$ cat config.mk
export PLATFORM = sky130hd
export DESIGN_NAME = reset_seq_gen
export DESIGN_NICKNAME = d
export VERILOG_FILES = /design/src/rtl/reset_seq_gen.sv
export SDC_FILE = /design/constraint.sdc
export NUM_CORES = 1
export LEC_CHECK = 0
export CAP_MARGIN = 30
export CELL_PAD_IN_SITES_DETAIL_PLACEMENT = 2
export CELL_PAD_IN_SITES_GLOBAL_PLACEMENT = 2
export CORE_AREA = 2 2 54 56
export DETAILED_ROUTE_END_ITERATION = 10
export DIE_AREA = 0 0 56 58
export PLACE_DENSITY = 0.69
export SLEW_MARGIN = 20
export SYNTH_ARGS = -nofsm -noshare
export SYNTH_HDL_FRONTEND = slang
export SYNTH_SLANG_ARGS = --single-unit
$ cat constraint.sdc
create_clock -name clk -period 1.9 [get_ports clk]
set_input_delay 0.57 -clock clk [delete_from_list [all_inputs] [get_ports clk]]
set_output_delay 0.57 -clock clk [all_outputs]
set_load 0.05 [all_outputs]
$ cat src/rtl/reset_seq_gen.sv
// Reset sequence generator: turns async power-on and sync software requests into
// flop-driven preset/clear pulses held HOLD_CYCLES cycles, released synchronously.
module reset_seq_gen #(
  parameter int SYNC_STAGES = 2,
  parameter int HOLD_CYCLES = 16,
  parameter int CNT_W       = 8
) (
  input  logic clk,
  input  logic preset_n,
  input  logic sw_req,
  input  logic mode,
  output logic rst_clr_n,
  output logic rst_preset_n,
  output logic busy,
  output logic done
);

  typedef enum logic [1:0] {
    ST_SYNC = 2'd0,
    ST_HOLD = 2'd1,
    ST_IDLE = 2'd2
  } state_t;

  localparam logic [CNT_W-1:0] CNT_LAST = CNT_W'(HOLD_CYCLES - 1);

  state_t                 state_q, state_d;
  logic [SYNC_STAGES-1:0] sync_q, sync_d;
  logic [CNT_W-1:0]       cnt_q, cnt_d;
  logic                   mode_q, mode_d;
  logic                   clr_n_d, pre_n_d, busy_d, done_d;

  always_ff @(posedge clk or negedge preset_n) begin
    if (!preset_n) begin
      state_q      <= ST_SYNC;
      sync_q       <= '0;
      cnt_q        <= '0;
      mode_q       <= 1'b1;
      rst_clr_n    <= 1'b1;
      rst_preset_n <= 1'b0;
      busy         <= 1'b1;
      done         <= 1'b0;
    end else begin
      state_q      <= state_d;
      sync_q       <= sync_d;
      cnt_q        <= cnt_d;
      mode_q       <= mode_d;
      rst_clr_n    <= clr_n_d;
      rst_preset_n <= pre_n_d;
      busy         <= busy_d;
      done         <= done_d;
    end
  end

  always_comb begin
    state_d = state_q;
    sync_d  = {sync_q[SYNC_STAGES-2:0], 1'b1};
    cnt_d   = '0;
    mode_d  = mode_q;
    clr_n_d = rst_clr_n;
    pre_n_d = rst_preset_n;
    done_d  = 1'b0;
    case (state_q)
      ST_SYNC: begin
        clr_n_d = mode_q;
        pre_n_d = !mode_q;
        // Leave SYNC on the edge that loads 1 into the last stage, so the
        // synchronizer depth counts in full toward the release edge.
        if (sync_d[SYNC_STAGES-1]) state_d = ST_HOLD;
      end
      ST_HOLD: begin
        if (cnt_q == CNT_LAST) begin
          clr_n_d = 1'b1;
          pre_n_d = 1'b1;
          done_d  = 1'b1;
          state_d = ST_IDLE;
        end else begin
          clr_n_d = mode_q;
          pre_n_d = !mode_q;
          cnt_d   = cnt_q + 1'b1;
        end
      end
      ST_IDLE: begin
        if (sw_req) begin
          mode_d  = mode;
          clr_n_d = mode;
          pre_n_d = !mode;
          state_d = ST_HOLD;
        end
      end
      default: state_d = ST_SYNC;
    endcase
    busy_d = (state_d != ST_IDLE);
  end

endmodule

## After elaboration in Yosys (flattened, before gate mapping)

Index checks and enable logic that the tools add are counted.
Widths: inputs -> output; s select.

| storage, ports and cells | value |
|---|---|
| bits in registers | 16 |
| input port bits | 4 |
| output and inout port bits | 4 |
| logic and storage cells | 34 |

| cells by class | value |
|---|---|
| $add $sub $neg | 1 |
| equal/unequal tests | 5 |
| multiplexer cells | 14 |
| reductions and logical operators | 6 |

Operator list:

| operator | number |
|---|---|
| $mux 8 | 2 |
| $add 8x1->8 const B | 1 |
| $eq 8x4->1 const B | 1 |
| $mux 1 | 6 |
| $mux 2 | 3 |
| $pmux 1 s3 | 2 |
| $pmux 2 s3 | 1 |
| $ne 2x2->1 const B | 2 |
| $reduce_and 2->1 | 2 |
| $reduce_bool 3->1 | 1 |
| $eq 2x1->1 const B | 1 |
| $eq 2x2->1 const B | 1 |
| $logic_not 1->1 | 2 |
| $logic_not 2->1 | 1 |

## Logic depth before layout (Yosys ltp)

Gate-level depths: netlist of run 1.

| logic depth | value |
|---|---|
| word-level depth | 4 |
| gate-level depth with buffers | 5 |
| mapped depth without buffers | 5 |

## Least setup slack after synthesis of run 1

No wires, ideal clock.

| timing path | value |
|---|---|
| path kind | register to register |
| start point | reg state_q[1] |
| end point | reg busy |
| library setup time | 0.099 ns |
| data arrival time | 1.318 ns |
| required time | 1.801 ns |
| setup slack | 0.483 ns |
| stages on the path, launching flop included | 6 |
| buffers on the path | 0 |
| clock period less this slack | 1.417 ns |
| path through | dfrtp_1 inv_1 ha_1 clkinv_1 a311oi_1 o211ai_1 |

| between the ends | value |
|---|---|
| longest elaborated chain between the ends | 3 |
| elaborated cells between the ends (all ways) | 8 |
| classes of those cells | eq/ne: 3; mux: 4; reduce/logical: 1 |

Ends and longest elaborated chain:

| item | RTL line | RTL |
|---|---|---|
| start: declaration | 26 | `state_t state_q, state_d;` |
| start signal: assignment | 43 | `state_q <= state_d;` |
| $eq 2x2->1, or another cell as far along | 62 | `case (state_q)` |
| $pmux 2 s3 * | 62 |  |
| $ne 2x2->1 * | 92 | `busy_d = (state_d != ST_IDLE);` |
| named net busy_d | 30 | `logic clr_n_d, pre_n_d, busy_d, done_d;` |
| end signal: assignment | 49 | `busy <= busy_d;` |
| end: declaration | 14 | `output logic busy,` |

Mark *: on every way through the listed nets, which the timed path passes. The rest lies on a longest branch.
A chain may end at the register's enable or synchronous reset.

## Worst setup path after layout of run 1

| timing path | value |
|---|---|
| start point | reg cnt_q[4] |
| end point | reg cnt_q[7] |

| between the ends | value |
|---|---|
| longest elaborated chain between the ends | 3 |
| elaborated cells between the ends (all ways) | 4 |
| classes of those cells | add/sub: 1; eq/ne: 1; mux: 2 |

Ends and longest elaborated chain:

| item | RTL line | RTL |
|---|---|---|
| start: declaration | 28 | `logic [CNT_W-1:0] cnt_q, cnt_d;` |
| start signal: assignment | 45 | `cnt_q <= cnt_d;` |
| $add 8x1->8 / $eq 8x4->1 (equally long branches) | 79, 71 |  |
| $mux 8 * | 71 | `if (cnt_q == CNT_LAST) begin` |
| $mux 8 * | 62 |  |
| named net cnt_d[7] | 28 |  |

Marks and branches as above.

==> qor.yml, run 1 <==
syn_nets: 97
slowest_delay_ns: 0.70
drt_pre_antenna_iters: 2
finalCriticalPeriod_ns: 1.67
r2r_setup_slack_ns: 0.23
syn_to_final_growth_pct: 20.8
finalWeightedCongestion: 0.738
cp_max_fo: 7
cp_num_buf_inv: 0
synth-main-ff-cell: "dfrtp_1"
synthDistinctLibCells: 30
clockRootBuffer: "clkbuf_4"
reg2reg_depth: 3
core-area_sq_um: 2660
clock-skew-final_ns: 0.00590
intPower_mw: 0.698
totalWireLength_mm: 2.11
power_switching_mw: 0.441
r2r-start: "cnt_q[4]"
setup_slack_ns: 0.235
period_share_pct: 87.7
crit_start: "cnt_q[4]"
max_freq_ghz: 0.600
crit_family: "simple AND/OR/NAND/NOR gates"
avgRoutedWirePerCell_um: 16.1
hold_viol: 0
dieWidth_um: 56
critPathCaptureType: "flip-flop"
cp_num_cells: 3
final.setup.tns_ns: 0
multi_input_area_sq_um: 422
synth_warnings: 0
drive_gt1_share_pct: 16.0
antenna_found_initial: 0
layout_commonest_cell: "dfrtp_1"
routed_via_density: 5.39
p_sw_share_pct: 38.7
drc: 0
grt_usage_pct: 15.3
ys_seq_elements: 16
ir_drop_v: 0.000511
vias: 706
htree_levels: 1
die_area_sq_um: 3250
grt_pass1_vias: 803
crit_chain: "or4_1, o21ai_1, a21oi_1"
clk_latency_ns: 0.29
grt_max_degree: 17
io_pins: 8
max_cap_viol_count: 0
grt-ovfl-total: 0
path_class: "flip-flop to flip-flop"
cpMaxStageDelayCell: "or4_1"
drt_iter0_markers: 2
place_inst: 127
seq_power_share_pct: 43.3
timing.hold.ws_ns: 0.518
power_frac_comb_pct: 36.0
slew_viol_final: 0
synth.cell_area_sq_um: 853
clockBufferDepth: 2
hp-class: "flip-flop to flip-flop"
dpl.hpwl_mm: 1.52
synth_edf_count: 0
rows: 19
worstPathArrival_ns: 1.84
pwr-share-clk_pct: 20.8
start_util_pct: 32.0
post_cts_buffers: 0
rsz0062_at_grt: "no"
nFillCells: 313
yosysSeqAreaShare_pct: 47.4
setup_violations: 0
stdcell_count: 131
cts_tree: "done"
reg2reg_to: "cnt_q[7]"
startpoint_type: "flip-flop"
power.density_nw_per_um2: 1100
ff_latch_area_sq_um: 404
avgSynthCellArea_sq_um: 9.81
clk_pin_slew_ns: 0.10
p_leak_nw: 0.432
synthArstFlopShare_pct: 100
ant_nets: 0
nets: 111
cts_made_buffers: 3
post-place-ws_ns: 0.0813
ctsResizeCount: 0
syn_inst: 87
final_cell_mix: "13 x dfrtp_1, 7 x a21oi_1, 6 x nor2_1, 6 x nand2b_1, 6 x ha_1"
die_y_um: 58
antenna_cells: 0
worstSetupEndpoint: "cnt_q[7]"
io_buffers: 7
worstPathRequired_ns: 2.07
clock_sinks: 16
grt_pass1_wl_mm: 3.81
cts_hold_buf: 0
status: "finished clean"
cell usage after synthesis, types with 3 or more instances:
master | number | area [sq um]
dfrtp_1 | 13 | 325
a21oi_1 | 7 | 35.0
ha_1 | 6 | 75.1
nand2b_1 | 6 | 37.5
nor2_1 | 6 | 22.5
inv_1 | 5 | 18.8
o21ai_0 | 5 | 25.0
nand2_1 | 4 | 15.0
or3_1 | 4 | 25.0
dfstp_2 | 3 | 78.8
nand3_1 | 3 | 15.0
worst register-to-register path: stages (launching register included):
cell and delay, ns:
dfrtp_1 0.45, or4_1 0.70, o21ai_1 0.32, a21oi_1 0.07
metrics by stage:
stage | utilization [%] | cell area [sq um] | total power [mW]
after global placement | 37.4 | 995 | 0.891
after CTS | 38.7 | 1030 | 1.15
final | 38.7 | 1030 | 1.14
after detailed placement | 37.4 | 995 | 0.910
after global routing | 38.7 | 1030 | 1.22
after floorplan | - | 853 | 0.752
layer usage:
metal	track usage [%]	wire, um
met1	18.9	1020
met2	25.7	989
met3	3.13	52
met4	7.82	43
met5	0	0
cell families (layout without fill, tap and decap cells):
family / after synthesis / in the layout / share of synthesized area [%]
simple gates: 31 / 31 / 19.2
compound gates: 24 / 24 / 18.6
flops: 16 / 16 / 47.4
buf+inv: 7 / 20 / 3.23
fa+ha+maj: 6 / 6 / 8.80
other cells: 1 / 1 / 0.439
xor+xnor: 1 / 1 / 1.03
mux: 1 / 1 / 1.32
sequential cells by signal, indices dropped and copies added, names as in the netlist:
| register | flops |
|---|---|
| rst_preset_n | 1 |
| rst_clr_n | 1 |
| state_q | 2 |
| mode_q | 1 |
| cnt_q | 8 |
| done | 1 |
| sync_q | 1 |
| busy | 1 |
worst min path at each step:
| stage | startpoint | endpoint | slack, ns | cells after the start |
|---|---|---|---|---|
| after floorplan | preset_n | cnt_q[0] | 0.27 | 0 |
| after detailed placement | rst_preset_n | rst_preset_n | 0.49 | 1 |
| after global routing | rst_preset_n | rst_preset_n | 0.54 | 1 |
| after CTS | rst_preset_n | rst_preset_n | 0.52 | 1 |
| final | rst_preset_n | rst_preset_n | 0.52 | 1 |
| after global placement | rst_preset_n | rst_preset_n | 0.49 | 1 |
power groups by stage:
stage	clock network [mW]	logic [mW]	registers [mW]
6_report	0.237	0.409	0.493
5_1_grt	0.258	0.460	0.503
4_1_cts	0.247	0.416	0.491
3_5_place_dp	0	0.414	0.495
3_3_place_gp	0	0.399	0.491
2_1_floorplan	0	0.224	0.527
layout make-up:
class	instances	area share [%]
multi-input cells	64	40.9
flip-flops and latches	16	39.2
repair buffers	10	10.4
clock buffers	4	3.52
well taps	31	3.76
inverters	6	2.18
Power figures use the tool's default switching activity.
==> run 2, diff against run 1 <==
--- a/config.mk
+++ b/config.mk
@@ -8,9 +8,9 @@
 export CAP_MARGIN = 30
 export CELL_PAD_IN_SITES_DETAIL_PLACEMENT = 2
 export CELL_PAD_IN_SITES_GLOBAL_PLACEMENT = 2
-export CORE_AREA = 2 2 54 56
+export CORE_AREA = 8 8 60 62
 export DETAILED_ROUTE_END_ITERATION = 10
-export DIE_AREA = 0 0 56 58
+export DIE_AREA = 0 0 68 70
 export PLACE_DENSITY = 0.69
 export SLEW_MARGIN = 20
 export SYNTH_ARGS = -nofsm -noshare
==> qor.yml, run 2 (same netlist as run 1, synthesis figures left out) <==
ir_drop_v: 0.000605  # +18%
place_inst: 127  # unchanged
cts_tree: "done"
drt_pre_antenna_iters: 4  # +2
max_cap_viol_count: 0  # unchanged
final.setup.tns_ns: 0  # unchanged
slowest_delay_ns: 0.70  # about the same
finalCriticalPeriod_ns: 1.69  # +0.0286 ns
ctsResizeCount: 0  # unchanged
final_cell_mix: "13 x dfrtp_1, 7 x a21oi_1, 6 x nor2_1, 6 x nand2b_1, 6 x ha_1"
grt-ovfl-total: 0  # unchanged
dr.max_layer_used: "met4"
clock_sinks: 16  # unchanged
clockBufferDepth: 2  # unchanged
clockRootBuffer: "clkbuf_4"
power.density_nw_per_um2: 1110  # +0.69%
start_util_pct: 32.0  # unchanged
die_area_sq_um: 4760  # +47%
clk_pin_slew_ns: 0.10  # about the same
slew_viol_final: 0  # unchanged
wl_met2_mm: 1.05  # +6.0%
max_freq_ghz: 0.590  # -1.7%
grt_pass1_wl_mm: 4.02  # +5.4%
io_pins: 8  # unchanged
avgRoutedWirePerCell_um: 16.7  # +3.6%
rsz0062_at_grt: "no"
p_leak_nw: 0.432  # unchanged
totalWireLength_mm: 2.18  # +3.6%
regMostFlops: "cnt_q"
rows: 19  # unchanged
routed_via_density: 5.39  # unchanged
grt_max_degree: 17  # unchanged
largest_reg_flops: 8  # unchanged
layout_commonest_cell: "dfrtp_1"
antenna_cells: 0  # unchanged
post_cts_buffers: 0  # unchanged
dieWidth_um: 68  # +21%
drive_gt1_share_pct: 16.0  # unchanged
period_share_pct: 89.2  # +1.5 points
nFillCells: 297  # -5.1%
syn_to_final_growth_pct: 20.8  # unchanged
status: "finished clean"
finalWeightedCongestion: 0.739  # about the same
critPathCaptureType: "flip-flop"
setup_violations: 0  # unchanged
crit_family: "simple AND/OR/NAND/NOR gates"
drt_iter0_markers: 10  # +8
path_class: "flip-flop to flip-flop"
hp-class: "flip-flop to flip-flop"
cpMaxStageDelayCell: "or4_1"
dpl.hpwl_mm: 1.62  # +6.2%
stdcell_count: 131  # unchanged
drc: 0  # unchanged
grt_pass1_vias: 822  # +2.4%
worstPathRequired_ns: 2.07  # about the same
cts_hold_buf: 0  # unchanged
worstPathArrival_ns: 1.87  # +0.03 ns
io_buffers: 7  # unchanged
antenna_found_initial: 0  # unchanged
startpoint_type: "flip-flop"
met3_wirelength_um: 64  # +23%
ant_nets: 0  # unchanged
clock-skew-final_ns: 0.00215  # -0.00375 ns
m1WireLength_mm: 1.03  # +0.49%
crit_chain: "or4_1, o21ai_1, a21oi_1"
cts_made_buffers: 3  # unchanged
clk_latency_ns: 0.30  # about the same
grt_usage_pct: 10.5  # -4.8 points
cp_max_fo: 7  # unchanged
hold_viol: 0  # unchanged
core-area_sq_um: 2660  # unchanged
die_y_um: 70  # +21%
htree_levels: 1  # unchanged
vias: 706  # unchanged
nets: 111  # unchanged
cp_num_buf_inv: 0  # unchanged
top_regs: "cnt_q x8, state_q x2"
==> run 2: cell counts in the layout (fill, tap and decap cells not counted) <==
No cell type changed its count.
==> run 2: path summary, 6_finish.rpt <==
path / endpoint / cells after the start / slack (ns) / start
min reg2reg: rst_preset_n / 1 / 0.51 / rst_preset_n
min: rst_preset_n / 1 / 0.51 / rst_preset_n
max reg2reg: cnt_q[7] / 3 / 0.21 / cnt_q[4]
max in group asynchronous: mode_q / 2 / 1.06 / preset_n
max: cnt_q[7] / 3 / 0.21 / cnt_q[4]
min in group asynchronous: cnt_q[5] / 2 / 0.59 / preset_n
==> run 2: power by group <==
part,internal [mW],switching [mW]
Sequential,0.408,0.0828
Combinational,0.173,0.243
Clock,0.117,0.122
Total,0.699,0.448
==> run 2: per-stage QoR <==
step / power [mW] / cell area, sq um / hold WS (ns) / setup WS, ns / utilization, %
3_3_place_gp: 0.892 / 995 / 0.500 / 0.154 / 37.4
6_report: 1.15 / 1030 / 0.515 / 0.206 / 38.7
3_5_place_dp: 0.918 / 995 / 0.493 / 0.0665 / 37.4
2_1_floorplan: 0.752 / 853 / 0.274 / 0.483 / -
5_1_grt: 1.23 / 1030 / 0.557 / 0.0866 / 38.7
4_1_cts: 1.16 / 1030 / 0.524 / 0.198 / 38.7
==> run 2: final cells by class <==
cell class / count / area (sq um) / share of cell area (%)
well taps: 31 / 38.8 / 3.76
multi-input cells: 64 / 422 / 40.9
clock buffers: 4 / 36.3 / 3.52
repair buffers: 10 / 108 / 10.4
flip-flops and latches: 16 / 404 / 39.2
inverters: 6 / 22.5 / 2.18
==> run 2: layer usage <==
| layer | track usage (%) | vias to the layer above |
|---|---|---|
| li1 | - | 337 |
| met1 | 13.7 | 357 |
| met5 | 0 | - |
| met4 | 4.10 | 0 |
| met2 | 16.5 | 8 |
| met3 | 1.75 | 4 |
==> run 3, diff against run 2 <==
--- a/config.mk
+++ b/config.mk
@@ -5,7 +5,7 @@
 export SDC_FILE = /design/constraint.sdc
 export NUM_CORES = 1
 export LEC_CHECK = 0
-export CAP_MARGIN = 30
+export CAP_MARGIN = 20
 export CELL_PAD_IN_SITES_DETAIL_PLACEMENT = 2
 export CELL_PAD_IN_SITES_GLOBAL_PLACEMENT = 2
 export CORE_AREA = 8 8 60 62
==> results of run 3 <==
Final layout, timing and power as in run 2 (identical DEF).
